`src/rtl/riscv_pkg.sv`:
```
// Architectural constants used to size addresses throughout the core.
package riscv;
  localparam int unsigned VLEN = 32;
endpackage

```
`src/rtl/ariane_pkg.sv`:
```
// Branch request/result types shared by the branch resolve unit and its lanes.
package ariane_pkg;

  typedef enum logic [1:0] {
    BR_COND = 2'd0,
    BR_JAL  = 2'd1,
    BR_JALR = 2'd2
  } br_op_e;

  typedef struct packed {
    logic                     valid;
    br_op_e                   op;
    logic [riscv::VLEN-1:0]   pc;
    logic                     is_compressed;
    logic [riscv::VLEN-1:0]   operand_a;
    logic [riscv::VLEN-1:0]   imm;
    logic                     comp_res;
    logic                     pred_taken;
    logic [riscv::VLEN-1:0]   pred_addr;
    logic                     is_return;
  } br_req_t;

  typedef struct packed {
    logic [riscv::VLEN-1:0]   pc;
    logic [riscv::VLEN-1:0]   target;
    logic                     taken;
    logic                     is_mispredict;
    logic                     conditional;
    logic                     to_reg;
    logic                     exc_valid;
  } br_res_t;

endpackage

```
`src/rtl/br_resolve_lane.sv`:
```
// Single-lane combinational branch resolver: target, link address,
// taken/mispredict decision and misaligned-target exception.
module br_resolve_lane
  import ariane_pkg::*;
#(
  parameter bit RVC = 1'b1
) (
  input  br_req_t                 req_i,
  output br_res_t                 res_o,
  output logic [riscv::VLEN-1:0]  next_pc_o
);

  logic [riscv::VLEN-1:0] npc;
  logic [riscv::VLEN-1:0] base;
  logic [riscv::VLEN-1:0] tgt;
  logic                   misaligned;
  logic                   misp;

  // Resolve one request; idle lanes never report a mispredict or exception.
  always_comb begin
    npc  = req_i.pc + (req_i.is_compressed ? riscv::VLEN'(2) : riscv::VLEN'(4));
    base = (req_i.op == BR_JALR) ? req_i.operand_a : req_i.pc;
    tgt  = base + req_i.imm;
    if (req_i.op == BR_JALR) tgt[0] = 1'b0;

    if (RVC) misaligned = tgt[0];
    else     misaligned = |tgt[1:0];

    misp                = 1'b0;
    res_o               = '0;
    res_o.pc            = req_i.pc;
    res_o.target        = tgt;

    case (req_i.op)
      BR_COND: begin
        res_o.taken       = req_i.comp_res;
        res_o.target      = req_i.comp_res ? tgt : npc;
        res_o.conditional = 1'b1;
        misp              = req_i.comp_res != req_i.pred_taken;
      end
      BR_JAL: begin
        res_o.taken = 1'b1;
      end
      BR_JALR: begin
        res_o.taken  = 1'b1;
        misp         = !req_i.pred_taken || (tgt != req_i.pred_addr);
        res_o.to_reg = misp && !req_i.is_return;
      end
      default: ;
    endcase

    res_o.is_mispredict = misp && req_i.valid;
    res_o.exc_valid     = res_o.taken && misaligned && req_i.valid;
    next_pc_o           = npc;
  end

endmodule

```
`src/rtl/branch_resolve_unit.sv`:
```
// Multi-port branch resolve unit: one register stage of resolved lanes,
// kill of lanes younger than the first mispredict/exception, an in-order
// result queue and saturating statistics counters.
module branch_resolve_unit
  import ariane_pkg::*;
#(
  parameter int unsigned NR_PORTS   = 2,
  parameter int unsigned FIFO_DEPTH = 4,
  parameter bit          RVC        = 1'b1,
  parameter int unsigned CNT_W      = 16
) (
  input  logic                                  clk_i,
  input  logic                                  rst_i,
  input  logic                                  flush_i,
  input  logic                                  clear_cnt_i,
  input  br_req_t [NR_PORTS-1:0]                req_i,
  output logic                                  ready_o,
  output logic [NR_PORTS-1:0][riscv::VLEN-1:0]  link_o,
  output logic [NR_PORTS-1:0]                   link_valid_o,
  output br_res_t                               res_o,
  output logic                                  res_valid_o,
  input  logic                                  res_ready_i,
  output logic [CNT_W-1:0]                      br_cnt_o,
  output logic [CNT_W-1:0]                      misp_cnt_o
);

  localparam int PTR_W = (FIFO_DEPTH > 1) ? $clog2(FIFO_DEPTH) : 1;
  localparam int OCC_W = PTR_W + 1;
  localparam int LC_W  = $clog2(NR_PORTS + 1);
  localparam int SUM_W = $clog2(FIFO_DEPTH + 2 * NR_PORTS + 1) + 1;

  br_res_t [NR_PORTS-1:0]                lane_res;
  logic    [NR_PORTS-1:0][riscv::VLEN-1:0] lane_npc;

  br_res_t [NR_PORTS-1:0]                s1_res_q;
  logic    [NR_PORTS-1:0]                s1_valid_q;
  logic    [NR_PORTS-1:0][riscv::VLEN-1:0] link_q;

  br_res_t                               mem_q [FIFO_DEPTH];
  logic    [PTR_W-1:0]                   wptr_q, rptr_q;
  logic    [OCC_W-1:0]                   occ_q;
  logic    [CNT_W-1:0]                   br_cnt_q, misp_cnt_q;

  logic    [NR_PORTS-1:0]                accept;
  logic    [LC_W-1:0]                    s1_cnt;
  logic    [SUM_W-1:0]                   demand;
  logic    [NR_PORTS-1:0]                wr_en;
  logic    [NR_PORTS-1:0][PTR_W-1:0]     wr_idx;
  logic    [LC_W-1:0]                    n_push, n_misp;
  logic                                  kill;
  logic                                  pop;

  for (genvar g = 0; g < NR_PORTS; g++) begin : g_lane
    br_resolve_lane #(.RVC(RVC)) u_lane (
      .req_i     (req_i[g]),
      .res_o     (lane_res[g]),
      .next_pc_o (lane_npc[g])
    );
  end

  function automatic logic [CNT_W-1:0] sat_add(input logic [CNT_W-1:0] a,
                                               input logic [LC_W-1:0]  b);
    logic [CNT_W:0] s;
    s = {1'b0, a} + (CNT_W + 1)'(b);
    return s[CNT_W] ? '1 : s[CNT_W-1:0];
  endfunction

  // Reserve room for everything already queued or in flight plus a full new group.
  always_comb begin
    s1_cnt = '0;
    for (int i = 0; i < NR_PORTS; i++) s1_cnt = s1_cnt + LC_W'(s1_valid_q[i]);
    demand  = SUM_W'(occ_q) + SUM_W'(s1_cnt) + SUM_W'(NR_PORTS);
    ready_o = demand <= SUM_W'(FIFO_DEPTH);
    for (int i = 0; i < NR_PORTS; i++) accept[i] = req_i[i].valid && ready_o && !flush_i;
  end

  // Push surviving stage-1 lanes in order; the first redirecting lane kills younger ones.
  always_comb begin
    kill   = 1'b0;
    n_push = '0;
    n_misp = '0;
    wr_en  = '0;
    wr_idx = '0;
    for (int i = 0; i < NR_PORTS; i++) begin
      if (!flush_i && s1_valid_q[i] && !kill) begin
        wr_en[i]  = 1'b1;
        wr_idx[i] = wptr_q + PTR_W'(n_push);
        n_push    = n_push + LC_W'(1);
        if (s1_res_q[i].is_mispredict) n_misp = n_misp + LC_W'(1);
        if (s1_res_q[i].is_mispredict || s1_res_q[i].exc_valid) kill = 1'b1;
      end
    end
    pop = res_valid_o && res_ready_i && !flush_i;
  end

  // Stage-1 registers and queue pointers; flush drops everything in flight.
  always_ff @(posedge clk_i) begin
    if (rst_i) begin
      s1_valid_q <= '0;
      s1_res_q   <= '0;
      link_q     <= '0;
      wptr_q     <= '0;
      rptr_q     <= '0;
      occ_q      <= '0;
    end else if (flush_i) begin
      s1_valid_q <= '0;
      wptr_q     <= '0;
      rptr_q     <= '0;
      occ_q      <= '0;
    end else begin
      s1_valid_q <= accept;
      s1_res_q   <= lane_res;
      link_q     <= lane_npc;
      wptr_q     <= wptr_q + PTR_W'(n_push);
      rptr_q     <= rptr_q + PTR_W'(pop);
      occ_q      <= occ_q + OCC_W'(n_push) - OCC_W'(pop);
    end
  end

  // Queue storage; stale slots are harmless because occupancy gates the output.
  always_ff @(posedge clk_i) begin
    for (int i = 0; i < NR_PORTS; i++) begin
      if (wr_en[i]) mem_q[wr_idx[i]] <= s1_res_q[i];
    end
  end

  // Saturating statistics counters; clear takes priority over a concurrent push.
  always_ff @(posedge clk_i) begin
    if (rst_i || clear_cnt_i) begin
      br_cnt_q   <= '0;
      misp_cnt_q <= '0;
    end else begin
      br_cnt_q   <= sat_add(br_cnt_q, n_push);
      misp_cnt_q <= sat_add(misp_cnt_q, n_misp);
    end
  end

  assign link_o       = link_q;
  assign link_valid_o = s1_valid_q;
  assign res_o        = mem_q[rptr_q];
  assign res_valid_o  = occ_q != '0;
  assign br_cnt_o     = br_cnt_q;
  assign misp_cnt_o   = misp_cnt_q;

endmodule
```
`config.mk`:
```
export PLATFORM = sky130hd
export DESIGN_NAME = branch_resolve_unit
export DESIGN_NICKNAME = d
export VERILOG_FILES = /design/src/rtl/riscv_pkg.sv /design/src/rtl/ariane_pkg.sv /design/src/rtl/br_resolve_lane.sv /design/src/rtl/branch_resolve_unit.sv
export SDC_FILE = /design/constraint.sdc
export NUM_CORES = 1
export LEC_CHECK = 0
export ABC_AREA = 1
export CAP_MARGIN = 25
export CORE_UTILIZATION = 55
export CTS_CLUSTER_DIAMETER = 60
export DETAILED_ROUTE_END_ITERATION = 16
export PLACE_DENSITY = 0.81
export SETUP_SLACK_MARGIN = 0.5
export SLEW_MARGIN = 5
export SYNTH_ARGS = -nofsm -noshare
export SYNTH_HDL_FRONTEND = slang
export SYNTH_SLANG_ARGS = --single-unit
```
`constraint.sdc`:
```
create_clock -name clk_i -period 11.1 [get_ports clk_i]
set_input_delay 2.22 -clock clk_i [delete_from_list [all_inputs] [get_ports clk_i]]
set_output_delay 2.22 -clock clk_i [all_outputs]
set_load 0.03 [all_outputs]
```
; ---- After elaboration in Yosys (flattened, before gate mapping)
; Memories as Yosys holds them, arrays and structs flattened. A register that Yosys moved wholly into a read port is not among the register bits.
; Index checks and enable logic that the tools add are counted.
[classes]
div = 0
order_cmp = 1
bitwise = 0
n_reduce_logical = 33
n_shift = 0
n_mux = 37
mul = 0
add_sub_neg = 16
n_eq_ne = 8
[op_table]
columns = op, n
row1 = 32-bit two-way mux, 6
row2 = 32-bit adder, 4
row3 = 32-bit inequality test, 2
row4 = 16-bit by 2-bit adder with 17-bit output, 2
row5 = 16-bit two-way mux, 2
row6 = 1-bit logical AND, 17
row7 = 1-bit two-way mux, 17
row8 = 2-bit two-way mux, 6
row9 = 1-bit one-hot mux with 2 select lines, 4
row10 = 1-bit logical NOT, 6
row11 = 3-bit two-way mux, 2
row12 = 2-bit OR reduction, 3
row13 = "4-bit by 2-bit adder with 5-bit output, second input constant", 1
row14 = "5-bit by 3-bit less-or-equal comparator with 1-bit output, second input constant", 1
row15 = "2-bit by 1-bit adder with 2-bit output, second input constant", 2
row16 = 2-bit adder, 2
row17 = 3-bit by 2-bit adder with 4-bit output, 1
row18 = "2-bit by 1-bit == test with 1-bit output, second input constant", 2
row19 = "2-bit == test, second input constant", 2
row20 = 2-bit logical NOT, 2
row21 = 1-bit logical OR, 4
row22 = 3-bit by 2-bit adder with 3-bit output, 1
row23 = 3-bit nonzero test, 1
row24 = 3-bit by 1-bit subtractor with 3-bit output, 1
row25 = other kinds (3), 4
[word_totals]
register_bits = 243
mem_bits_ro = 0
wordCells = 118
memories = 1
ramBits = 276
output_inout_bits = 169
latchBits = 0
[mem_list]
columns = name, depth, word_bits, read_ports, rd_clocked_by_memory_dff, write_ports, line_no
row1 = mem_q, 4, 69, 1, 1, 2, branch_resolve_unit.sv:39  ; br_res_t mem_q [FIFO_DEPTH];

; ---- Longest topological paths before layout
; Gate-level depths: netlist of run 1.
[logic_depth]
ltp_word = 8
depth_mapped = 28
mapped_depth_nobuf = 26

; ---- Hierarchy
; Synthesis of run 1 repeated with hierarchy kept, for this count alone.
[unflattened]
cells_unflattened = 4773
hier_area_um2 = 32965.4
[by_module_without_submodules]
columns = mod, seq_area_each_um2, area_per_inst_um2, instances, cells_each
row1 = branch_resolve_unit, 13152.6, 22932.0, 1, 2732
row2 = br_resolve_lane (g_lane[0].u_lane), 0.0, 5049.8, 1, 1043
row3 = br_resolve_lane (g_lane[1].u_lane), 0.0, 4983.5, 1, 998

; ---- Worst setup path before layout of run 1
; OpenSTA, ideal clock, no wires.
[synth_timing]
path_kind = input-to-reg
from = input flush_i
to = memory mem_q[0][0] (netlist bit) (enable)
arrival_ns = 7.691
path_stages = 7
path_buffers = 0
required_time_ns = 10.509
setup_slack_ns = 2.818
path_cell_list = inv_1 nand2_1 inv_1 ha_1 nor2_1 inv_1 o21ai_0
[synth_rtl]
columns = item, line_no
row1 = from (decl), branch_resolve_unit.sv:14  ; input logic flush_i,
row2 = to (decl), branch_resolve_unit.sv:39

==> metrics.md, run 1 <==
| Metric | Value |
|---|---|
| Met2 GRT Util | 0.6241 |
| Status | finished, final reports clean |
| Number of global-route vias before repair | between 20000 and 30000 |
| CTS tree | built |
| Multi-input logic area | 15000 um2 |
| Iteration-0 DRC Markers | between 3000 and 4000 |
| Remaining Overflow, GRT | 0 |
| Clock buffer count from CTS | 54 |
| Synth warn | 0 |
| WL per Instance | 21.98 um |
| Starting Density | 0.5582 |
| Final antenna-violating net count | 0 |
| Total of max-cap violations | 0 |
| Final Setup Violations | 0 |
| DR DRC count | 0 |
| Met1 GRT Util | 0.5545 |
| Gr busiest metal | met2 |
| Final Cycle Share | 0.5637 |
| Syn Nets | ~4600 |
| Yosys reg bits | a little over 500 |
| Prevailing post-synth register cell | edfxtp_1 |
| CP Launch Point | rptr_q[0] |
| Max transition margin | 0.2539 |
| Pins Over Slew Limit | 0 |
| H-Tree Depth | 2 |
| # resized after CTS | 0 |
| Critical Path Sink Type | output pin |
| Max Clock Freq | 0.1598 GHz |
| Area contributors post-synth | edfxtp_1, dfxtp_1, nand2_1, o21ai_0, inv_1 |
| PortBufs | between 400 and 500 |
| Cells after synthesis | around 4200 |
| Worst Setup Start Kind | flip-flop |
| Rows | 86 |
| Final hold viol count | 0 |
| CTS clk-pin slew, worst paths | about 0.06 ns |
| RR Startpoint | link_valid_o[0] |
| # clock sinks | 517 |
| First-pass GRT wire length | approximately 170 mm |
| Commonest cells in the netlist | nand2_1, o21ai_0, inv_1 |
| Pwr Density | 138.2 nW/um2 |
| CTS hold repair buffers | 0 |
| Met3 Usage GRT | 0.07633 |
| Post-synth ARST share | 0 |
| Post-route setup TNS | 0 ns |
| Die Area | 56980 um2 |
| Hold endpoint | link_o[7] |
| Count leader, synth | nand2_1 |
| Nets | around 5000 |
| Skew final | about 0.037 ns |
| Placed Area | 35880 um2 |
| Vias | between 30000 and 40000 |
| Io pins | 444 |
| GP Congestion | ~1.0 |
| All-Layer GR Usage | 0.4067 |
| Crit path time final | roughly 6.3 ns |
| Post-synthesis cell type count | between 40 and 50 |
| Crit path required time | about 9 ns |
| R2r setup slk | 6.99 ns |
| Slew @ Worst Pin | about 1.1 ns |
| Post-CTS Setup Inserts | 0 |
| Clk Tree Root Cell | clkbuf_16 |
| HP Start | link_o[7] |
| Reg area | around 13000 um2 |
| Die extent in x | between 200 and 250 um |
| DRT Pass-1 Iters | 7 |
| Area leader, netlist | edfxtp_1 |
| Share of cells above drive strength 1 | 0.05277 |
| Longest Clk Path Bufs | 3 |
| Kind of critical path | flip-flop to output pin |
| Max FO, Critical Path | 79 |
| # fillers | 4576 |
| Core footprint | roughly 55000 um2 |
| Largest net degree at the start of global routing | between 90 and 100 |
| Leak | around 16 nW |
| Hold-critical path depth | 2 |
| Arr. time, crit path | between 4 and 5 ns |
| EDFF count, synth | 276 |
| Peak supply drop | 0.0001253 V |
| RSZ-0062 raised after global routing | no |
| HPWL after detailed placement | around 90 mm |
| Register area share after synthesis | 0.4255 |
| Hold WC Path Type | flip-flop to flip-flop |
| Synth top area share | 0.2690 |
| Syn avg cell area | 7.283 um2 |
| Terminus of the critical flop-to-flop path | mem_q[2][42] |
| R2R depth | 10 |
| Latest clock arrival within the worst-skew pair | between 0.6 and 0.7 ns |
| Mapped Area | just over 30000 um2 |
| Design area | 37780 um2 |
| Via-to-Cell Ratio | 5.819 |
| Die height | 238.7 um |
| Initial antenna violation count | 6 |
| P&R area growth vs syn | 22.61% |
| WL final | about 120 mm |
sequential cells by signal (all words and copies together) (netlist names):
signal and count:
occ_q 3, mem_q 276, s1_res_q 138, wptr_q 2, misp_cnt_o 16, rptr_q 2
br_cnt_o 16, link_valid_o 2, link_o 62
logic make-up after synthesis:
kind of cell	share of synthesized area
simple gates	0.2589
compound gates	0.1566
buf+inv	0.09084
flops	0.4255
fa+ha+maj	0.04296
xor+xnor	0.02513
critical path, cell delays in order, from the launching register on:
cell             delay [ns]
dfxtp_4                0.72
clkinv_2               0.83
buf_4                  0.65
o21ai_0                0.36
o22ai_1                0.15
clkdlybuf4s50_1        0.62
per-stage QoR:
| stage | power, W | hold slack (ns) | std cells | util | setup WS [ns] |
|---|---|---|---|---|---|
| 2_1_floorplan | 0.002825 | 0.4488 | 4231 | - | 2.818 |
| 3_3_place_gp | 0.003286 | 0.4421 | 5266 | 0.6481 | 4.514 |
| 3_5_place_dp | 0.003300 | 0.4498 | 5270 | 0.6500 | 4.546 |
| 4_1_cts | 0.005184 | 0.4701 | 5372 | 0.6843 | 4.911 |
| 5_1_grt | 0.005386 | 0.4957 | 5372 | 0.6843 | 4.696 |
| 6_report | 0.005221 | 0.4703 | 5374 | 0.6844 | 4.843 |
area by class of cell:
class | count | share of cell area
tap | 748 | 0.02477
clock buffer | 67 | 0.03839
clock inverter | 35 | 0.01179
timing repair buffer | 468 | 0.1243
multi-input combinational | 2971 | 0.3970
antenna | 2 | 0.0001325
sequential | 517 | 0.3473
inverter | 566 | 0.05634
layout by cell type (no fill, tap or decap), drive strengths merged, types with 73 or more instances in the layout:
cell and n:
o22ai 126, edfxtp 276, inv 565, clkdlybuf4s50 443, nand3 216, xor2 73, nand2 1230, nor2 354
ha 93, dfxtp 241, o21ai 646
power breakdown:
group | total (W) | switching, W | internal [W] | leakage (nW)
Clock | 0.00192 | 0.000814 | 0.00110 | 0.917
Sequential | 0.00215 | 0.0000559 | 0.00209 | 4.47
Combinational | 0.00116 | 0.000761 | 0.000394 | 10.8
Total | 0.00522 | 0.00163 | 0.00359 | 16.2
routing by layer:
layer,wire [um],part of all wire
met2,51400,0.44
met1,45580,0.39
met4,6134,0.052
met5,13,0.00011
met3,14990,0.13
worst max path at each step:
stage,depth (start not counted),end
6_report,5,res_o[32]
5_1_grt,5,res_o[29]
2_1_floorplan,7,mem_q[0][0]
4_1_cts,5,res_o[32]
3_5_place_dp,18,br_cnt_o[9]
3_3_place_gp,25,s1_res_q[72]
No activity file was read; power rests on OpenSTA's default activity.
==> run 2, diff against run 1 <==
--- a/config.mk
+++ b/config.mk
@@ -7,10 +7,10 @@
 export LEC_CHECK = 0
 export ABC_AREA = 1
 export CAP_MARGIN = 25
-export CORE_UTILIZATION = 55
+export CORE_UTILIZATION = 50
 export CTS_CLUSTER_DIAMETER = 60
 export DETAILED_ROUTE_END_ITERATION = 16
-export PLACE_DENSITY = 0.81
+export PLACE_DENSITY = 0.77
 export SETUP_SLACK_MARGIN = 0.5
 export SLEW_MARGIN = 5
 export SYNTH_ARGS = -nofsm -noshare
==> constraint.sdc (replaced) <==
create_clock -name clk_i -period 5.41 [get_ports clk_i]
set_input_delay 1.082 -clock clk_i [delete_from_list [all_inputs] [get_ports clk_i]]
set_output_delay 1.082 -clock clk_i [all_outputs]
set_load 0.03 [all_outputs]
==> run 2 against run 1 <==
Compared with the run above: setup slack got worse by 3.9 ns; wire length down 0.49%; via count is 1.3% lower; final area increased by 0.85%; critical path type unchanged; largest cell class unchanged; highest routed layer unchanged.
==> metrics.md, run 2 (synthesis gave the netlist of run 1 again) <==
| Metric | Value |
|---|---|
| Status | finished, final reports clean |
| Starting Density | 0.5086 (-0.04960) |
| Commonest non-fill, non-tap cell in the layout | nand2_1 |
| Core footprint | 60580 um2 (+9.8%) |
| Kind of critical path | flip-flop to output pin |
| Via-to-Cell Ratio | 5.692 (-2.2%) |
| Commonest cells after routing, fill and taps aside | nand2_1, o21ai_0, inv_1 |
| Iteration-0 DRC Markers | 3531 (-11%) |
| Final WS setup | 0.9829 ns (-3.860 ns) |
| Max transition margin | 0.3013 (+0.04742) |
| RSZ-0062 raised after global routing | no |
| Total of max-cap violations | 0 (unchanged) |
| Critical Path Sink Type | output pin |
| Skew final | 0.01091 ns (-0.02626 ns) |
| Die height | 250.2 um (+4.8%) |
| Nets | 4966 (+0.24%) |
| Vias | 30860 (-1.3%) |
| CTS hold repair buffers | 0 (unchanged) |
| Io pins | 444 (unchanged) |
| Hold WC Path Type | flip-flop to flip-flop |
| Max FO, Critical Path | 71 (-10%) |
| Die Area | 62620 um2 (+9.9%) |
| Overall Power | 0.01082 W (+110%) |
| Largest net degree at the start of global routing | 140 (+44%) |
| WL final | 117.5 mm (-0.49%) |
| Setup WS pre-CTS | 0.5029 ns (-4.043 ns) |
| Rows | 90 (+4.7%) |
| Share of cells above drive strength 1 | 0.05522 (+0.002452) |
| Pwr Density | 284.1 nW/um2 (+110%) |
| Initial antenna violation count | 12 (+6) |
| Peak supply drop | 0.0002315 V (+85%) |
| Max Clock Freq | approximately 0.23 GHz |
| All-Layer GR Usage | 0.3654 (-0.04134) |
| Final Setup Violations | 0 (unchanged) |
| Post-CTS Setup Inserts | 0 (unchanged) |
| Die extent in x | 250.2 um (+4.8%) |
| # resized after CTS | 0 (unchanged) |
| Post-route core utilization | 0.6289 (-0.05548) |
| Remaining Overflow, GRT | 0 (unchanged) |
| H-Tree Depth | 2 (unchanged) |
| CTS tree | built |
| Crit path required time | 4.33 ns (-4.55 ns) |
| P&R area growth vs syn | 23.65% |
| CTS clk-pin slew, worst paths | 0.06 ns (about the same) |
| Worst Setup Start Kind | flip-flop |
| Clock buffer count from CTS | 54 (unchanged) |
| WHS | 0.4700 ns (-0.0003350 ns) |
| Number of global-route vias before repair | 27800 (-1.0%) |
| # clock sinks | 517 (unchanged) |
| Pins Over Slew Limit | 0 (unchanged) |
| PortBufs | 443 (unchanged) |
| Slew @ Worst Pin | 1.037 ns (-0.07038 ns) |
| GP Congestion | 1.042 (+2.2%) |
| Final Cycle Share | 0.8183 |
| First-pass GRT wire length | 171.2 mm (-0.81%) |
| WL per Instance | 21.68 um (-1.4%) |
| Post-route setup TNS | 0 ns (unchanged) |
| Latest clock arrival within the worst-skew pair | 0.64 ns (about the same) |
| Max FFs per register | 276 (unchanged) |
| Clk Tree Root Cell | clkbuf_16 |
| DRT Pass-1 Iters | 6 (-1) |
| Arr. time, crit path | 3.35 ns (-0.69 ns) |
| Leak | 16.32 nW (+0.88%) |
| Final hold viol count | 0 (unchanged) |
| Longest Clk Path Bufs | 3 (unchanged) |
| DR DRC count | 0 (unchanged) |
| HPWL after detailed placement | 89.14 mm (about the same) |
| Final antenna-violating net count | 0 (unchanged) |
| Crit path time final | between 4 and 5 ns |
## run 2: cell count changes in the layout (fill, tap and decap cells not counted), sizes merged
cell      before  now
diode          2    4
clkbuf        67   75
clkinvlp       3    1
clkinv        26   17
inv          565  569
bufinv         7    6
buf           25   37
## run 2: area by class of cell
cell class | count | area [um2]
Fill cell | 5391 | 22480
Multi-Input combinational cell | 2971 | 15000
Sequential cell | 517 | 13120
Timing Repair Buffer | 480 | 4912
Inverter | 566 | 2128
Clock buffer | 75 | 1574
Tap cell | 782 | 978.4
Clock inverter | 27 | 379.1
Antenna cell | 4 | 10.01
## run 2: path summary, 6_finish.rpt
kind,end,cells after the start,slack [ns],startpoint
worst min register to register,link_o[14],2,0.47,link_o[14]
worst min-delay path,link_o[14],2,0.47,link_o[14]
worst max register to register,br_cnt_o[9],16,1.85,link_valid_o[0]
worst max-delay path,res_o[46],5,0.98,rptr_q[1]
## run 2: critical path, stage by stage (launching register included)
cell             delay, ns
dfxtp_4               0.61
inv_1                 0.22
buf_12                0.34
o21ai_0               0.16
o22ai_1               0.53
clkdlybuf4s50_1       0.79
## run 2: routing by layer
metal,part of all wire,global-route usage
met5,0.00043,0
met4,0.047,0.1571
met1,0.41,0.5104
met2,0.43,0.5549
met3,0.11,0.06526
## run 2: per-stage QoR
step | std cells | area (um2)
floorplan | 4231 | 30820
global placement | 5316 | 36140
detailed placement | 5316 | 36140
finish | 5422 | 38100
global route | 5421 | 38100
CTS | 5418 | 38090
## run 2: power breakdown
part / switching, W / internal, W
logic: 0.00156 / 0.000818
clock network: 0.00169 / 0.00235
registers: 0.000116 / 0.00429
